**config.mk**
```make
export PLATFORM = sky130hd
export DESIGN_NAME = tinuc_dmem_arbiter
export DESIGN_NICKNAME = d
export VERILOG_FILES = /design/src/rtl/tinuc_dmem_arbiter.sv
export SDC_FILE = /design/constraint.sdc
export NUM_CORES = 1
export LEC_CHECK = 0
export BUFFER_PORTS_ARGS = -buffer_cell sky130_fd_sc_hd__buf_2
export CORE_AREA = 2 2 91 93
export CTS_CLUSTER_DIAMETER = 30
export DETAILED_ROUTE_END_ITERATION = 6
export DIE_AREA = 0 0 93 95
export HOLD_SLACK_MARGIN = 0.02
export PLACE_DENSITY = 0.68
export SLEW_MARGIN = 0
export SYNTH_ARGS = -nofsm -noshare
export SYNTH_HDL_FRONTEND = slang
export SYNTH_SLANG_ARGS = --single-unit
```
**constraint.sdc**
```tcl
create_clock -name CLK -period 1.3 [get_ports CLK]
set_input_delay 0.26 -clock CLK [delete_from_list [all_inputs] [get_ports CLK]]
set_output_delay 0.26 -clock CLK [all_outputs]
set_load 0.05 [all_outputs]
```
**src/rtl/tinuc_dmem_arbiter.sv**
```systemverilog
// tinuc_dmem_arbiter: shares the single-port data RAM between the TinuC MEM
// stage (default priority) and an external requester. A starvation counter
// forces one external grant after MAX_WAIT consecutive lost cycles, stalling
// the core for that one cycle.
module tinuc_dmem_arbiter #(
  parameter int unsigned MAX_WAIT = 4,
  parameter int unsigned AW       = 10,
  parameter int unsigned DW       = 32
) (
  input  logic          CLK,
  input  logic          RESET_N,
  // core MEM-stage port
  input  logic          c_req,
  input  logic          c_we,
  input  logic [AW-1:0] c_addr,
  input  logic [DW-1:0] c_wdata,
  output logic [DW-1:0] c_rdata,
  output logic          c_stall,
  // external requester port
  input  logic          e_valid,
  input  logic          e_we,
  input  logic [AW-1:0] e_addr,
  input  logic [DW-1:0] e_wdata,
  output logic          e_ready,
  output logic          e_rvalid,
  output logic [DW-1:0] e_rdata,
  // RAM port
  output logic [AW-1:0] m_addr,
  output logic          m_we,
  output logic [DW-1:0] m_wdata,
  input  logic [DW-1:0] m_rdata
);

  localparam int unsigned CW = 4;
  localparam logic [CW-1:0] WAIT_MAX  = CW'(MAX_WAIT);
  localparam logic [CW-1:0] WAIT_LAST = CW'(MAX_WAIT - 1);

  typedef enum logic {
    ST_NORMAL = 1'b0,
    ST_FORCE  = 1'b1
  } st_t;

  st_t           st;
  st_t           st_nxt;
  logic [CW-1:0] wcnt;
  logic [CW-1:0] wcnt_nxt;
  logic          gnt_c;
  logic          gnt_e;
  logic          lost;
  logic          e_rd_gnt;

  // State and starvation counter registers
  always_ff @(posedge CLK) begin
    if (!RESET_N) begin
      st   <= ST_NORMAL;
      wcnt <= '0;
    end else begin
      st   <= st_nxt;
      wcnt <= wcnt_nxt;
    end
  end

  // Grant decision, lost-cycle counting and next state
  always_comb begin
    gnt_c    = 1'b0;
    gnt_e    = 1'b0;
    lost     = 1'b0;
    wcnt_nxt = '0;
    st_nxt   = ST_NORMAL;
    if (RESET_N) begin
      unique case (st)
        ST_FORCE: begin
          gnt_e = e_valid;
          gnt_c = c_req & ~e_valid;
        end
        default: begin
          gnt_c = c_req;
          gnt_e = e_valid & ~c_req;
        end
      endcase
    end
    lost = e_valid & ~gnt_e;
    if (lost) begin
      wcnt_nxt = (wcnt >= WAIT_MAX) ? WAIT_MAX : wcnt + CW'(1);
    end
    // FORCE always lasts exactly one cycle, so only NORMAL can enter it
    if ((st == ST_NORMAL) && lost && (wcnt == WAIT_LAST)) begin
      st_nxt = ST_FORCE;
    end
  end

  // RAM mux and combinational handshake outputs
  always_comb begin
    m_addr   = '0;
    m_we     = 1'b0;
    m_wdata  = '0;
    c_rdata  = '0;
    e_ready  = gnt_e;
    e_rd_gnt = gnt_e & ~e_we;
    c_stall  = RESET_N & (st == ST_FORCE) & e_valid & c_req;
    if (gnt_c) begin
      m_addr  = c_addr;
      m_we    = c_we;
      m_wdata = c_wdata;
      c_rdata = m_rdata;
    end else if (gnt_e) begin
      m_addr  = e_addr;
      m_we    = e_we;
      m_wdata = e_wdata;
    end
  end

  // External read response, one cycle after the read grant
  always_ff @(posedge CLK) begin
    if (!RESET_N) begin
      e_rvalid <= 1'b0;
      e_rdata  <= '0;
    end else begin
      e_rvalid <= e_rd_gnt;
      if (e_rd_gnt) begin
        e_rdata <= m_rdata;
      end
    end
  end

endmodule

```
==> impl_metrics.env, run 1 <==
export IMPL_status="finished with violations"
export IMPL_violations="setup timing"
export IMPL_synth_largest_area_cell="dfxtp_1"
export IMPL_cts_sinks=38
export IMPL_dieWidth_um=93
export IMPL_coreArea_mm2=0.00793
export IMPL_fin_ws_ns=-0.439
export IMPL_fin_crit_sh=1.34
export IMPL_clock_path_buffers=2
export IMPL_leakagePower_nw=2.86
export IMPL_drv_cap=0
export IMPL_clock_fmax_mhz=575
export IMPL_grt_pass1_vias=2741
export IMPL_max_stage_delay_ns=0.38
export IMPL_cts_tree="yes"
export IMPL_initial_utilization=0.266
export IMPL_die_area_mm2=0.00884
export IMPL_die_h_um=95
export IMPL_clkTransAtPathRegs_ns=0.08
export IMPL_criticalPathCategory="flop to primary output"
export IMPL_vias=2737
export IMPL_viasPerCell=4.60
export IMPL_crit_chain="a21oi_4 > buf_4 > clkbuf_16 > a22o_4 > buf_6"
export IMPL_slew_viol_final=0
export IMPL_drive_gt1_frac=0.712
export IMPL_num_fill_cells=624
export IMPL_routed_wirelength_mm=9.95
export IMPL_synth_area_mm2=0.00211
export IMPL_h_tree_depth=2
export IMPL_drtIter0Drc=41
export IMPL_globalplace_congestion=0.727
export IMPL_r2r_end="e_rdata[10]$_SDFFE_PN0P_"
export IMPL_clock_latency_ns=0.28
export IMPL_setup_viol=109
export IMPL_rsz0062_at_grt="true"
export IMPL_end_kind="primary output"
export IMPL_ant_nets=0
export IMPL_synth_edf_count=0
export IMPL_finClkSkew_ns=0.00399
export IMPL_final_nets=612
export IMPL_design_area_mm2=0.00504
export IMPL_synth_ff_type="dfxtp_1"
export IMPL_pwr_density_cell_mw_per_mm2=760
export IMPL_combPwrFrac=0.465
export IMPL_seq_area_um2=764
export IMPL_grt_pass1_wl_mm=13.8
export IMPL_yosysUniqueCellTypes=21
export IMPL_required_ns=1.04
export IMPL_n_antenna_cell=0
export IMPL_r2r_start="st$_SDFF_PN0_"
export IMPL_io_pins=232
export IMPL_arrival_ns=1.48
export IMPL_hold_path_depth=3
export IMPL_reg2reg_slack_ns=-0.26
export IMPL_avgSynthCellArea_um2=8.57
export IMPL_cp_max_fo=9
export IMPL_internal_power_mw=2.42
export IMPL_grt_max_degree=33
export IMPL_drcViolationCount=0
export IMPL_power_mw=3.84
export IMPL_placed_cell_area_mm2=0.00391
export IMPL_root_buffer="clkbuf_8"
export IMPL_synth_warnings=0
export IMPL_crit_path_start_kind="flop"
export IMPL_std_cell_rows=33
export IMPL_synth_seq_cells=38
export IMPL_synth_async_reset_ratio=0
export IMPL_power_frac_seq=0.319
export IMPL_clock_power_share=0.217
export IMPL_antenna_found_initial=0
export IMPL_cts_hold_buf=0
export IMPL_netlist_top_cells_area="dfxtp_1 (36%), a22o_1 (18%), mux2i_1 (15%), and2_1 (10%), nand2_1 (6.1%)"
export IMPL_wl_per_cell_um=16.7
export IMPL_switching_share=0.370
export IMPL_slowest_stage="dfxtp_4"
export IMPL_drt_pass1_iterations=4
export IMPL_ff2ff_path_depth=6
export IMPL_hp_class="input port to flop"
export IMPL_yosysSeqAreaShare=0.361
export IMPL_hold_start="m_rdata[6]"
export IMPL_crit_buf_inv=3
export IMPL_area_delta_synth_final_pct=139
export IMPL_synthesis_nets=369
export IMPL_syn_inst=246
export IMPL_grt_usage=0.204
export IMPL_hpwl_mm=6.45
export IMPL_critical_path_top_delay_family="buffers and inverters"
export IMPL_irDropWorstVdd_uv=381
export IMPL_min_to="e_rdata[6]$_SDFFE_PN0P_"
export IMPL_hold_viol=0
export IMPL_io_buffers=231
export IMPL_netlist_area_leader_share=0.361
export IMPL_multiInputGateArea_mm2=0.00162
export IMPL_min_period_ns=1.74
export IMPL_power_switching_mw=1.42
export IMPL_cts_made_buffers=5
export IMPL_overflow=0
==> layout make-up <==
type / count / share of cell area
multi-input combinational: 155 / 0.321
timing repair buffer: 256 / 0.457
inverter: 33 / 0.0255
clock buffer: 6 / 0.0164
tap: 105 / 0.0260
sequential: 38 / 0.152
clock inverter: 2 / 0.00248
==> cells in the final DEF (no fill, tap or decap) <==
| cell | n |
|---|---|
| nor2b_4 | 1 |
| buf_2 | 154 |
| nor3_1 | 1 |
| buf_4 | 7 |
| nor2_2 | 1 |
| and2_4 | 32 |
| ha_1 | 1 |
| buf_12 | 9 |
| mux2i_1 | 32 |
| and2_1 | 2 |
| clkinvlp_4 | 1 |
| conb_1 | 1 |
| buf_6 | 22 |
| a21oi_4 | 1 |
| buf_16 | 5 |
| inv_1 | 32 |
| a22o_4 | 43 |
| clkbuf_8 | 6 |
| nor2_4 | 1 |
| or3_4 | 1 |
| buf_8 | 56 |
| nand2_2 | 2 |
| nand2_1 | 33 |
| clkbuf_16 | 3 |
| dfxtp_1 | 37 |
| nor2b_1 | 1 |
| clkinv_4 | 1 |
| dfxtp_4 | 1 |
| clkinv_2 | 1 |
| nor4b_4 | 1 |
| nor3b_1 | 1 |
==> tightest hold or removal path: stages <==
cell and delay, ns:
buf_2 0.10, inv_1 0.04, mux2i_1 0.05
==> sequential cells by signal, summed over array words and instances, names as in the netlist <==
signal    cells
e_rdata      32
e_rvalid      1
st            1
wcnt          4
==> power by group through the flow <==
stage	clock, mW	sequential, mW	combinational [mW]
4_1_cts	0.877	1.22	1.70
5_1_grt	0.921	1.23	1.86
3_5_place_dp	0	1.25	1.41
6_report	0.831	1.22	1.78
2_1_floorplan	0	1.38	0.852
3_3_place_gp	0	1.25	1.39
==> cells by family (layout without fill, tap and decap cells) <==
group / count (synthesis) / count (layout) / synth area share
other: 1 / 1 / 0.00178
multiplexers: 32 / 32 / 0.152
AO/OA/AOI/OAI: 44 / 44 / 0.181
AND/OR/NAND/NOR: 77 / 77 / 0.187
flip-flops: 38 / 38 / 0.361
buffers and inverters: 53 / 297 / 0.112
adder cells (fa/ha/maj): 1 / 1 / 0.00593
==> worst max-delay path by stage <==
stage	start	endpoint	slack [ns]	cells after the start
2_1_floorplan	RESET_N	m_addr[0]	-0.03	6
3_3_place_gp	c_req	m_wdata[20]	-0.32	6
3_5_place_dp	c_req	m_wdata[24]	-0.34	6
4_1_cts	st$_SDFF_PN0_	m_addr[9]	-0.46	5
5_1_grt	st$_SDFF_PN0_	m_wdata[13]	-0.49	5
6_report	st$_SDFF_PN0_	m_wdata[13]	-0.44	5
==> per-stage QoR <==
step | util | setup WS (ns) | std cells | hold WS [ns] | TNS (ns)
2_1_floorplan | - | -0.0337 | 246 | 0.392 | -1.66
3_3_place_gp | 0.494 | -0.324 | 569 | 0.409 | -29.09
3_5_place_dp | 0.494 | -0.338 | 569 | 0.424 | -30.19
4_1_cts | 0.610 | -0.458 | 589 | 0.203 | -36.82
5_1_grt | 0.636 | -0.486 | 595 | 0.207 | -44.31
6_report | 0.636 | -0.439 | 595 | 0.220 | -38.32
==> routing by layer <==
metal / track usage / wire length (um) / vias up
li1: - / - / 1304
met1: 0.223 / 3570 / 1281
met2: 0.376 / 5440 / 138
met3: 0.0511 / 716 / 14
met4: 0.0809 / 219 / 0
met5: 0 / 0 / -
==> what timing repair did <==
action | 4_1_cts | 5_1_grt
pin swaps | 1 | 4
setup endpoints to repair | 110 | 113
cloned | 6 | 4
buffers inserted | 6 | 3
gates resized for setup | 191 | 32
==> cells in the mapped netlist, types with 2 or more instances <==
library cell	n
dfxtp_1	38
nor2_1	2
buf_2	8
a22o_1	43
clkbuf_1	8
and2_1	34
inv_1	32
nand2_1	34
mux2i_1	32
nor2b_1	2
buf_6	3
(Power assumes the default switching activity.)
==> run 2, diff against run 1 <==
--- a/config.mk
+++ b/config.mk
@@ -5,13 +5,15 @@
 export SDC_FILE = /design/constraint.sdc
 export NUM_CORES = 1
 export LEC_CHECK = 0
+export ABC_AREA = 1
 export BUFFER_PORTS_ARGS = -buffer_cell sky130_fd_sc_hd__buf_2
-export CORE_AREA = 2 2 91 93
+export CAP_MARGIN = 0
+export CORE_AREA = 2 2 89 91
 export CTS_CLUSTER_DIAMETER = 30
 export DETAILED_ROUTE_END_ITERATION = 6
-export DIE_AREA = 0 0 93 95
+export DIE_AREA = 0 0 91 93
 export HOLD_SLACK_MARGIN = 0.02
-export PLACE_DENSITY = 0.68
+export PLACE_DENSITY = 0.76
 export SLEW_MARGIN = 0
 export SYNTH_ARGS = -nofsm -noshare
 export SYNTH_HDL_FRONTEND = slang
==> constraint.sdc (replaced) <==
create_clock -name CLK -period 1.9 [get_ports CLK]
set_input_delay 0.38 -clock CLK [delete_from_list [all_inputs] [get_ports CLK]]
set_output_delay 0.38 -clock CLK [all_outputs]
set_load 0.05 [all_outputs]
==> impl_metrics.env, run 2 <==
export IMPL_grt_usage=0.233
export IMPL_power_mw=2.46
export IMPL_globalplace_congestion=0.841
export IMPL_cts_sinks=38
export IMPL_synthTopCellsByCount="inv_1 (143), nand2_1 (108), nor2_1 (69), dfxtp_1 (38), o21ai_0 (34)"
export IMPL_drt_pass1_iterations=4
export IMPL_cts_setup_buffers=0
export IMPL_irDropWorstVdd_uv=318
export IMPL_grt_pass1_wl_mm=16.0
export IMPL_grt_pass1_vias=3275
export IMPL_arrival_ns=1.46
export IMPL_num_fill_cells=739
export IMPL_crit_path_start_kind="flop"
export IMPL_cts_made_buffers=5
export IMPL_setup_viol=0
export IMPL_final_nets=818
export IMPL_yosysUniqueCellTypes=23
export IMPL_globalRouteMet3Util=0.0645
export IMPL_clock_fmax_mhz=543
export IMPL_final_common_cell="buf_2"
export IMPL_netlist_area_leader_share=0.287
export IMPL_synthMostInstantiatedCell="inv_1"
export IMPL_drtIter0Drc=111
export IMPL_stdcell_count=799
export IMPL_dieWidth_um=91
export IMPL_grtUsageMet2=0.431
export IMPL_die_area_mm2=0.00846
export IMPL_area_delta_synth_final_pct=67.3
export IMPL_drv_cap=0
export IMPL_drive_gt1_frac=0.455
export IMPL_netlist_top_cells_area="dfxtp_1 (29%), inv_1 (20%), nand2_1 (15%), nor2_1 (9.8%), nand4_1 (7.8%)"
export IMPL_clkTransAtPathRegs_ns=0.08
export IMPL_cts_tree="yes"
export IMPL_clock_latency_ns=0.29
export IMPL_grt_busiest_layer="met2"
export IMPL_pwr_density_cell_mw_per_mm2=554
export IMPL_synthesis_nets=596
export IMPL_root_buffer="clkbuf_8"
export IMPL_hold_viol=0
export IMPL_synth_seq_cells=38
export IMPL_coreArea_mm2=0.00753
export IMPL_drcViolationCount=0
export IMPL_syn_inst=473
export IMPL_end_kind="primary output"
export IMPL_min_period_ns=1.84
export IMPL_required_ns=1.52
export IMPL_die_h_um=93
export IMPL_synth_area_mm2=0.00265
export IMPL_std_cell_rows=32
export IMPL_synth_warnings=0
export IMPL_criticalPathCategory="flop to primary output"
export IMPL_fin_crit_sh=0.970
export IMPL_wl_per_cell_um=13.1
export IMPL_status="complete, no violations"
export IMPL_vias=3537
export IMPL_h_tree_depth=2
export IMPL_hp_class="input port to flop"
export IMPL_viasPerCell=4.43
export IMPL_finClkSkew_ns=0.00941
export IMPL_io_buffers=231
export IMPL_synth_edf_count=0
export IMPL_synth_async_reset_ratio=0
export IMPL_clock_path_buffers=2
export IMPL_routed_wirelength_mm=10.5
export IMPL_grt_max_degree=37
export IMPL_leakagePower_nw=2.67
export IMPL_synth_largest_area_cell="dfxtp_1"
export IMPL_top_register="e_rdata"
export IMPL_overflow=0
export IMPL_avgSynthCellArea_um2=5.60
export IMPL_antenna_found_initial=2
export IMPL_dp_cells=789
export IMPL_ant_nets=0
export IMPL_layout_common_cells="buf_2 (180), inv_1 (143), nand2_1 (108)"
export IMPL_use_met1=0.266
export IMPL_synth_ff_type="dfxtp_1"
export IMPL_rsz0062_at_grt="true"
export IMPL_hpwl_mm=8.27
export IMPL_slew_viol_final=0
export IMPL_top_regs="e_rdata: 32 flops, wcnt: 4 flops"
export IMPL_cts_hold_buf=0
export IMPL_yosysSeqAreaShare=0.287
export IMPL_io_pins=232
export IMPL_largest_register_ffs=32
export IMPL_cp_max_fo=11
export IMPL_initial_utilization=0.352
-- run 2: cell families after synthesis --
logic type | synth area share
flops | 0.287
simple gates | 0.346
compound gates | 0.0846
buf+inv | 0.276
fa+ha+maj | 0.00472
other cells | 0.00142
-- run 2: through the flow --
stage	setup TNS [ns]	hold WS, ns	cell area, um^2	util	setup WS [ns]
finish	0	0.408	4430	0.589	0.0571
global route	-0.0434	0.409	4430	0.588	-0.0196
CTS	0	0.397	4250	0.565	0.00303
detailed placement	0	0.418	4150	0.552	0.00271
global placement	0	0.408	4150	0.552	0.0520
floorplan	-3.68	0.399	2830	-	-0.336
-- run 2: where the power goes --
part	internal, mW	switching [mW]	total, mW
Sequential	0.823	0.0125	0.836
Combinational	0.328	0.701	1.03
Clock	0.292	0.298	0.591
-- run 2: worst paths after layout --
| kind | start | endpoint | slack [ns] | depth (start not counted) |
|---|---|---|---|---|
| min reg2reg | wcnt[0]$_SDFF_PP0_ | wcnt[0]$_SDFF_PP0_ | 0.43 | 1 |
| max reg2reg | st$_SDFF_PN0_ | e_rdata[31]$_SDFFE_PN0P_ | 0.31 | 7 |
| min | RESET_N | e_rdata[4]$_SDFFE_PN0P_ | 0.41 | 3 |
| max | st$_SDFF_PN0_ | m_wdata[3] | 0.06 | 5 |
-- run 2: worst max-delay path: stages (launching register included) --
cell and delay (ns):
dfxtp_2 0.32, nand2_1 0.11, nand3_4 0.13, buf_4 0.20, o21ai_0 0.18, buf_4 0.24
-- run 2: layout make-up --
class | instances | area [um^2] | area share
Timing Repair Buffer | 243 | 1530 | 0.344
Multi-Input combinational cell | 261 | 1360 | 0.307
Sequential cell | 38 | 762 | 0.172
Inverter | 146 | 556 | 0.125
Tap cell | 102 | 128 | 0.0288
Clock buffer | 6 | 82.6 | 0.0186
Clock inverter | 2 | 12.5 | 0.00282
Antenna cell | 1 | 2.50 | 0.000565
-- run 2: metal layers --
layer	vias up	part of all wire
li1	1807	-
met1	1567	0.38
met2	153	0.53
met3	10	0.080
met4	0	0.015
met5	-	0
-- run 2: repair_timing --
item | CTS | global route
setup endpoints to repair | 1 | 62
resized for setup | 1 | 82
cloned | 0 | 1
